--- config.mk ---
export PLATFORM = sky130hd
export DESIGN_NAME = dbus_ctrl
export DESIGN_NICKNAME = d
export VERILOG_FILES = /design/src/rtl/dbus_ctrl_pkg.sv /design/src/rtl/dbus_align.sv /design/src/rtl/dbus_ctrl.sv
export SDC_FILE = /design/constraint.sdc
export NUM_CORES = 1
export LEC_CHECK = 0
export CORE_ASPECT_RATIO = 1.25
export CORE_MARGIN = 5
export CORE_UTILIZATION = 38
export DETAILED_ROUTE_END_ITERATION = 10
export PLACE_DENSITY = 0.72
export SETUP_SLACK_MARGIN = 0.15
export SYNTH_ARGS = -nofsm -noshare
export SYNTH_HDL_FRONTEND = slang
export SYNTH_SLANG_ARGS = --single-unit
--- constraint.sdc ---
create_clock -name clk -period 2.75 [get_ports clk]
set_clock_uncertainty 0.1 [all_clocks]
set_input_delay 0.275 -clock clk [delete_from_list [all_inputs] [get_ports clk]]
set_output_delay 0.275 -clock clk [all_outputs]
set_load 0.005 [all_outputs]
--- src/rtl/dbus_ctrl_pkg.sv ---
// rtl/dbus_ctrl_pkg.sv - shared data-bus types, FSM states, strobe bases
// and the alignment helper.
package dbus_ctrl_pkg;

  typedef enum logic [1:0] {
    MSIZE1 = 2'd0,
    MSIZE2 = 2'd1,
    MSIZE4 = 2'd2
  } msize_t;

  typedef struct packed {
    logic        valid;
    logic [31:0] addr;
    msize_t      size;
    logic [3:0]  strobe;
    logic [31:0] data;
  } dbus_req_t;

  typedef struct packed {
    logic        addr_ok;
    logic        data_ok;
    logic [31:0] data;
  } dbus_resp_t;

  typedef enum logic [1:0] {
    IDLE = 2'd0,
    REQ  = 2'd1,
    WAIT = 2'd2,
    DONE = 2'd3
  } dbus_state_t;

  localparam logic [3:0] STRB_B = 4'b0001;
  localparam logic [3:0] STRB_H = 4'b0011;
  localparam logic [3:0] STRB_W = 4'b1111;

  function automatic logic is_misaligned(input msize_t size, input logic [1:0] offset);
    case (size)
      MSIZE2:  return offset[0];
      MSIZE4:  return offset != 2'b00;
      default: return 1'b0;
    endcase
  endfunction

endpackage

--- src/rtl/dbus_align.sv ---
// rtl/dbus_align.sv - combinational store strobe/shift and load
// right-align/extend for one data-bus access.
module dbus_align
  import dbus_ctrl_pkg::*;
(
  input  logic [1:0]  offset,
  input  msize_t      size,
  input  logic        write,
  input  logic        is_unsigned,
  input  logic [31:0] wdata,
  input  logic [31:0] rdata,
  output logic [3:0]  strobe,
  output logic [31:0] wdata_out,
  output logic [31:0] rdata_out
);

  logic [31:0] rdata_sh;

  always_comb begin
    strobe = 4'b0000;
    if (write) begin
      case (size)
        MSIZE1:  strobe = STRB_B << offset;
        MSIZE2:  strobe = STRB_H << {offset[1], 1'b0};
        default: strobe = STRB_W;
      endcase
    end
  end

  assign wdata_out = wdata << {offset, 3'b000};
  assign rdata_sh  = rdata >> {offset, 3'b000};

  always_comb begin
    rdata_out = rdata_sh;
    case (size)
      MSIZE1:  rdata_out = {{24{~is_unsigned & rdata_sh[7]}}, rdata_sh[7:0]};
      MSIZE2:  rdata_out = {{16{~is_unsigned & rdata_sh[15]}}, rdata_sh[15:0]};
      default: rdata_out = rdata_sh;
    endcase
  end

endmodule

--- src/rtl/dbus_ctrl.sv ---
// rtl/dbus_ctrl.sv - memory-stage data-bus controller (IDLE/REQ/WAIT/DONE).
// Optional misalignment trap: DBUS_CTRL_MISALIGN_CHECK_EN.
module dbus_ctrl
  import dbus_ctrl_pkg::*;
(
  input  logic        clk,
  input  logic        resetn,
  input  logic        m_valid,
  input  logic        m_write,
  input  logic [31:0] m_addr,
  input  logic [31:0] m_wdata,
  input  msize_t      m_size,
  input  logic        m_unsigned,
  output dbus_req_t   dreq,
  input  dbus_resp_t  dresp,
  output logic [31:0] m_rdata,
  output logic        stall,
  output logic        addr_err
);

  dbus_state_t state;
  logic [31:0] lat_addr;
  logic [31:0] lat_wdata;
  msize_t      lat_size;
  logic        lat_write;
  logic        lat_unsigned;
  logic [3:0]  strobe;
  logic [31:0] wdata_sh;
  logic [31:0] rdata_ext;

`ifdef DBUS_CTRL_MISALIGN_CHECK_EN
  // Gated by resetn so the trap output reads 0 while held in reset.
  assign addr_err = resetn && (state == IDLE) && m_valid && is_misaligned(m_size, m_addr[1:0]);
`else
  assign addr_err = 1'b0;
`endif

  assign stall = m_valid && (state != DONE) && !addr_err;

  dbus_align u_align (
    .offset      (lat_addr[1:0]),
    .size        (lat_size),
    .write       (lat_write),
    .is_unsigned (lat_unsigned),
    .wdata       (lat_wdata),
    .rdata       (dresp.data),
    .strobe      (strobe),
    .wdata_out   (wdata_sh),
    .rdata_out   (rdata_ext)
  );

  always_comb begin
    dreq = '0;
    if (state == REQ) begin
      dreq.valid  = 1'b1;
      dreq.addr   = lat_addr;
      dreq.size   = lat_size;
      dreq.strobe = strobe;
      dreq.data   = wdata_sh;
    end
  end

  always_ff @(posedge clk) begin
    if (!resetn) begin
      state        <= IDLE;
      lat_addr     <= '0;
      lat_wdata    <= '0;
      lat_size     <= MSIZE1;
      lat_write    <= 1'b0;
      lat_unsigned <= 1'b0;
      m_rdata      <= '0;
    end else begin
      case (state)
        IDLE: begin
          if (m_valid && !addr_err) begin
            lat_addr     <= m_addr;
            lat_wdata    <= m_wdata;
            lat_size     <= m_size;
            lat_write    <= m_write;
            lat_unsigned <= m_unsigned;
            state        <= REQ;
          end
        end
        REQ: begin
          // A data_ok that arrives before the address handshake belongs to no one.
          if (dresp.addr_ok) begin
            if (dresp.data_ok) begin
              m_rdata <= rdata_ext;
              state   <= DONE;
            end else begin
              state <= WAIT;
            end
          end
        end
        WAIT: begin
          if (dresp.data_ok) begin
            m_rdata <= rdata_ext;
            state   <= DONE;
          end
        end
        default: state <= IDLE;
      endcase
    end
  end

endmodule

## After elaboration in Yosys (flattened, before gate mapping)

Cells that the tools add are included.

- Bits of input ports: 105
- Output and inout port bits: 105
- Register bits: 102
- Logic and storage cells: 40

- Bitwise gates (word level): 3
- Multiplexer cells: 12
- Reduce and logical (&&, ||, !) cells: 7
- Equality and inequality tests: 7
- Shifts and indexed selects: 4

Operator list:

| cell | number |
|---|---|
| $pmux 32 s2 | 2 |
| $mux 71 | 1 |
| $mux 32 | 2 |
| $shl 32x5->32 | 1 |
| $shr 32x5->32 | 1 |
| $ne 2x2->1 const B | 4 |
| $pmux 4 s2 | 1 |
| $mux 2 | 3 |
| $pmux 2 s3 | 1 |
| $eq 2x1->1 const B | 2 |
| $logic_not 2->1 | 2 |
| $mux 4 | 1 |
| $reduce_and 2->1 | 2 |
| $shl 1x2->4 const A | 1 |
| $shl 2x2->4 const A | 1 |
| $reduce_and 3->1 | 1 |
| $and 1x1->1 | 2 |
| $eq 2x2->1 const B | 1 |
| $reduce_bool 2->1 | 1 |
| $logic_and 1x1->1 | 1 |
| $mux 1 | 1 |
| $not 1->1 | 1 |

## Depth between registers and ports, before layout

- Depth after elaboration: 6
- Gate-level depth with buffers: 9
- Depth with buffers taken out: 6

## By module

Synthesis repeated with hierarchy kept, for this count alone.

- Cell total of the unflattened synthesis: 755
- Area, all modules: 5889.4 um^2

By module, submodules not included:

| module | cells an instance | area each (um^2) | times used | seq. area each (um^2) |
|---|---|---|---|---|
| dbus_ctrl | 538 | 4503.1 | 1 | 2042.0 |
| dbus_align | 217 | 1386.3 | 1 | 0.0 |

## Least setup slack after synthesis

No wires, ideal clock.

- Kind: flip-flop to flip-flop
- From: register state[1]
- To: register m_rdata[30]
- Required time: 2.522 ns
- Period minus slack after synthesis: 1.977 ns
- Setup slack: 0.773 ns
- Path buffers: 3
- Setup time: 0.128 ns
- Arrival time: 1.749 ns
- Cell stages (with the launch flop): 10
- Path through: dfxtp_1 -> inv_1 -> ha_1 -> buf_2 -> mux2_1 -> and2_1 -> clkbuf_1 -> clkbuf_1 -> o21ai_0 -> a21oi_1

- Cells in the longest elaborated chain, start to end: 3
- Elaborated cells on any way between the ends: 6
- Those cells by class: eq/ne (3); mux (1); reduce/logical (2)

RTL lines:

| item | line | text |
|---|---|---|
| from (decl) | dbus_ctrl.sv:21 | `dbus_state_t state;` |
| from (signal assigned) | dbus_ctrl.sv:65 | `state <= IDLE;` |
| from (signal assigned) | dbus_ctrl.sv:81 | `state <= REQ;` |
| from (signal assigned) | dbus_ctrl.sv:89 | `state <= DONE;` |
| $eq 2x1->1 / $eq 2x2->1 (equally long branches) | dbus_ctrl.sv:73 | `case (state)` |
| $ne 2x2->1 (no source line) / $reduce_bool 2->1 (equally long branches) | -- |  |
| $reduce_and 2->1 (no source line) | -- |  |
| to (signal assigned) | dbus_ctrl.sv:88 | `m_rdata <= rdata_ext;` |
| to (signal assigned) | dbus_ctrl.sv:97 | `m_rdata <= rdata_ext;` |
| to (decl) | dbus_ctrl.sv:16 | `output logic [31:0] m_rdata,` |

Several ways; a longest one is shown, not always the timed one.
A chain may end at the register's enable or synchronous reset.

==> impl_metrics.tcl <==
set metrics [dict create \
    status "finished, final reports clean" \
    row_count 48 \
    fin_cells 1017 \
    finalMaxSlewViolations 0 \
    grt_max_degree 69 \
    num_vias 5194 \
    grtUsageTotal_pct 21.7 \
    synth_top_area_share_pct 38.7 \
    die_w_um 115 \
    finalSetupTns_ps 0 \
    final_hold_viol_count 0 \
    area_growth_pct 48.1 \
    peakVddDrop_mv 0.438 \
    power_density_nw_per_um2 701 \
    initial_core_util_pct 38.5 \
    p_leak_uw 0.00292 \
    overflow 0 \
    numCtsBuffers 9 \
    slew_headroom_pct 54.6 \
    clockBufferDepth 2 \
    cp.required_ps 2380 \
    yosysTopAreaCell "dfxtp_1" \
    nets 946 \
    dieHeight_um 142 \
    synth_cell_types 32 \
    core_region_area_um2 13700 \
    die_area_um2 16300 \
    crit_type "flop to output pin" \
    hold_path.class "flop to flop" \
    antenna_found_initial 0 \
    cts.clk_slew.worst_paths_ps 70 \
    netlist_instances 662 \
    ys_ff_latch 102 \
    yosys_warnings 0 \
    ys_seq_area_share_pct 38.7 \
    rsz0062_at_grt "true" \
    crit_arrival_ps 2090 \
    grt_pass1_wl_um 27900 \
    h-tree-depth 3 \
    max_cap_viol_count 0 \
    post-route-util_pct 57.0 \
    drt-initial-drc-count 288 \
    dp_hpwl_um 13600 \
    gp_congestion 0.907 \
    ios 210 \
    synth_area_per_cell_um2 7.96 \
    drtPass1Iterations 4 \
    cts_tree "built" \
    wl_per_cell_um 17.8 \
    dpl.cell_count 1001 \
    antenna_left 0 \
    min_period_ps 2460 \
    syn-num-nets 771 \
    vias_per_cell 5.11 \
    diodes 0 \
    synth_area_leaders "dfxtp_1 (39%), nand2_1 (12%), a21boi_0 (11%), mux2i_1 (6.6%), and2_1 (6.2%)" \
    drc 0 \
    worstMarginPinSlew_ps 681 \
    synth_area_um2 5270 \
    wl_um 18100 \
    io_buffer_count 208 \
    setup_viol 0 \
    clk_latency_ps 340 \
    drive_above_1_share_pct 7.24 \
    clockRootBuffer "clkbuf_16" \
    cp-end-kind "output pin" \
    crit_fanout 9 \
    timing.fmax_ghz 0.406 \
    startpoint_type "flop" \
    grt_pass1_vias 5230 \
    fin_crit_sh_pct 89.5 \
    clkSinkCount 102 \
]
## placed cells by master (no fill, tap or decap), types with 2 or more instances in the layout
cell	Yosys	routed
clkdlybuf4s50_1	0	207
and2_1	52	50
clkinvlp_4	0	3
nand2b_1	5	4
a21boi_0	76	76
nand2_2	0	2
dfxtp_1	102	100
o211ai_1	7	7
clkbuf_16	0	9
nor2_1	31	30
mux2i_1	35	34
a21oi_1	37	36
buf_12	0	4
inv_8	0	2
o211a_1	8	8
nor2b_1	3	3
buf_4	1	9
nand2_1	171	169
a32o_1	8	8
dfxtp_4	0	2
ha_1	4	3
mux2_2	15	15
and2_2	0	2
inv_1	6	6
o21ai_0	33	33
## worst paths after layout
check	startpoint	to	slack, ps	cells past startpoint
max	state[1]$_SDFFE_PN0P_	dreq[4]	290	6
min	lat_addr[10]$_SDFFE_PN0P_	lat_addr[10]$_SDFFE_PN0P_	360	2
max reg2reg	state[1]$_SDFFE_PN0P_	m_rdata[15]$_SDFFE_PN0P_	450	7
min reg2reg	lat_addr[10]$_SDFFE_PN0P_	lat_addr[10]$_SDFFE_PN0P_	360	2
## area by class of cell
class | instances | area [um2]
timing repair buffer | 222 | 2240
multi-input combinational | 496 | 2990
fill | 1273 | 5890
clock inverter | 7 | 58.8
inverter | 6 | 22.5
clock buffer | 9 | 225
tap | 175 | 219
sequential | 102 | 2050
## stage by stage
| step | area, um2 | setup WS, ps | hold WS [ps] | power, uW |
|---|---|---|---|---|
| finish | 7800 | 288 | 359 | 5470 |
| global route | 7800 | 133 | 371 | 5830 |
| CTS | 7780 | 113 | 333 | 5510 |
| detailed placement | 7480 | 272 | 354 | 4260 |
| global placement | 7480 | 364 | 346 | 4190 |
| floorplan | 5270 | 773 | 320 | 3200 |
## synth_stat cells
cell,number
a211oi_1,1
a21boi_0,76
a21oi_1,37
a222oi_1,1
a32o_1,8
and2_1,52
and3_1,1
buf_1,7
buf_2,9
buf_4,1
buf_6,1
clkbuf_1,40
conb_1,1
dfxtp_1,102
ha_1,4
inv_1,6
mux2_1,1
mux2_2,15
mux2i_1,35
mux4_2,1
nand2_1,171
nand2b_1,5
nor2_1,31
nor2b_1,3
nor2b_4,1
nor3_1,1
o211a_1,8
o211ai_1,7
o21ai_0,33
o21bai_1,1
o311a_4,1
o31ai_4,1
## routing by layer
metal / share of wire [%] / global-route usage [%] / vias to the layer above
li1: - / - / 2554
met1: 37 / 23.7 / 2381
met2: 50 / 38.2 / 232
met3: 10 / 7.89 / 27
met4: 3.0 / 8.10 / 0
met5: 0 / 0 / -
## timing repair
item | in CTS | in global routing
hold buffers | 0 | 0
endpoints found under the setup margin | 12 | 27
buffers inserted | 0 | 0
resized for setup | 5 | 8
## flip-flops by register name, indices dropped and copies added (netlist names)
signal,count
lat_addr,32
lat_wdata,32
m_rdata,32
lat_size,2
state,2
lat_unsigned,1
lat_write,1
## cell families after synthesis
family | synth area share (%)
AO/OA/AOI/OAI | 22.8
adder cells (fa/ha/maj) | 0.949
buffers and inverters | 4.98
flip-flops | 38.7
multiplexers | 10.5
other | 0.0711
AND/OR/NAND/NOR | 22.0
## worst max-delay path, cell delays in order, from the launching register on
cell	delay [ps]
dfxtp_1	340
inv_1	90
ha_2	250
nand2b_2	180
nor2_4	230
and2_1	160
clkdlybuf4s50_1	490
## where the power goes
| group | switching, uW | total [uW] | leakage, uW | internal (uW) |
|---|---|---|---|---|
| clock network | 593 | 1220 | 0.000131 | 627 |
| logic | 1170 | 2240 | 0.00195 | 1070 |
| registers | 228 | 2010 | 0.000836 | 1780 |
| total | 1990 | 5470 | 0.00292 | 3480 |
Note: power is estimated with default switching activity, not from simulation.
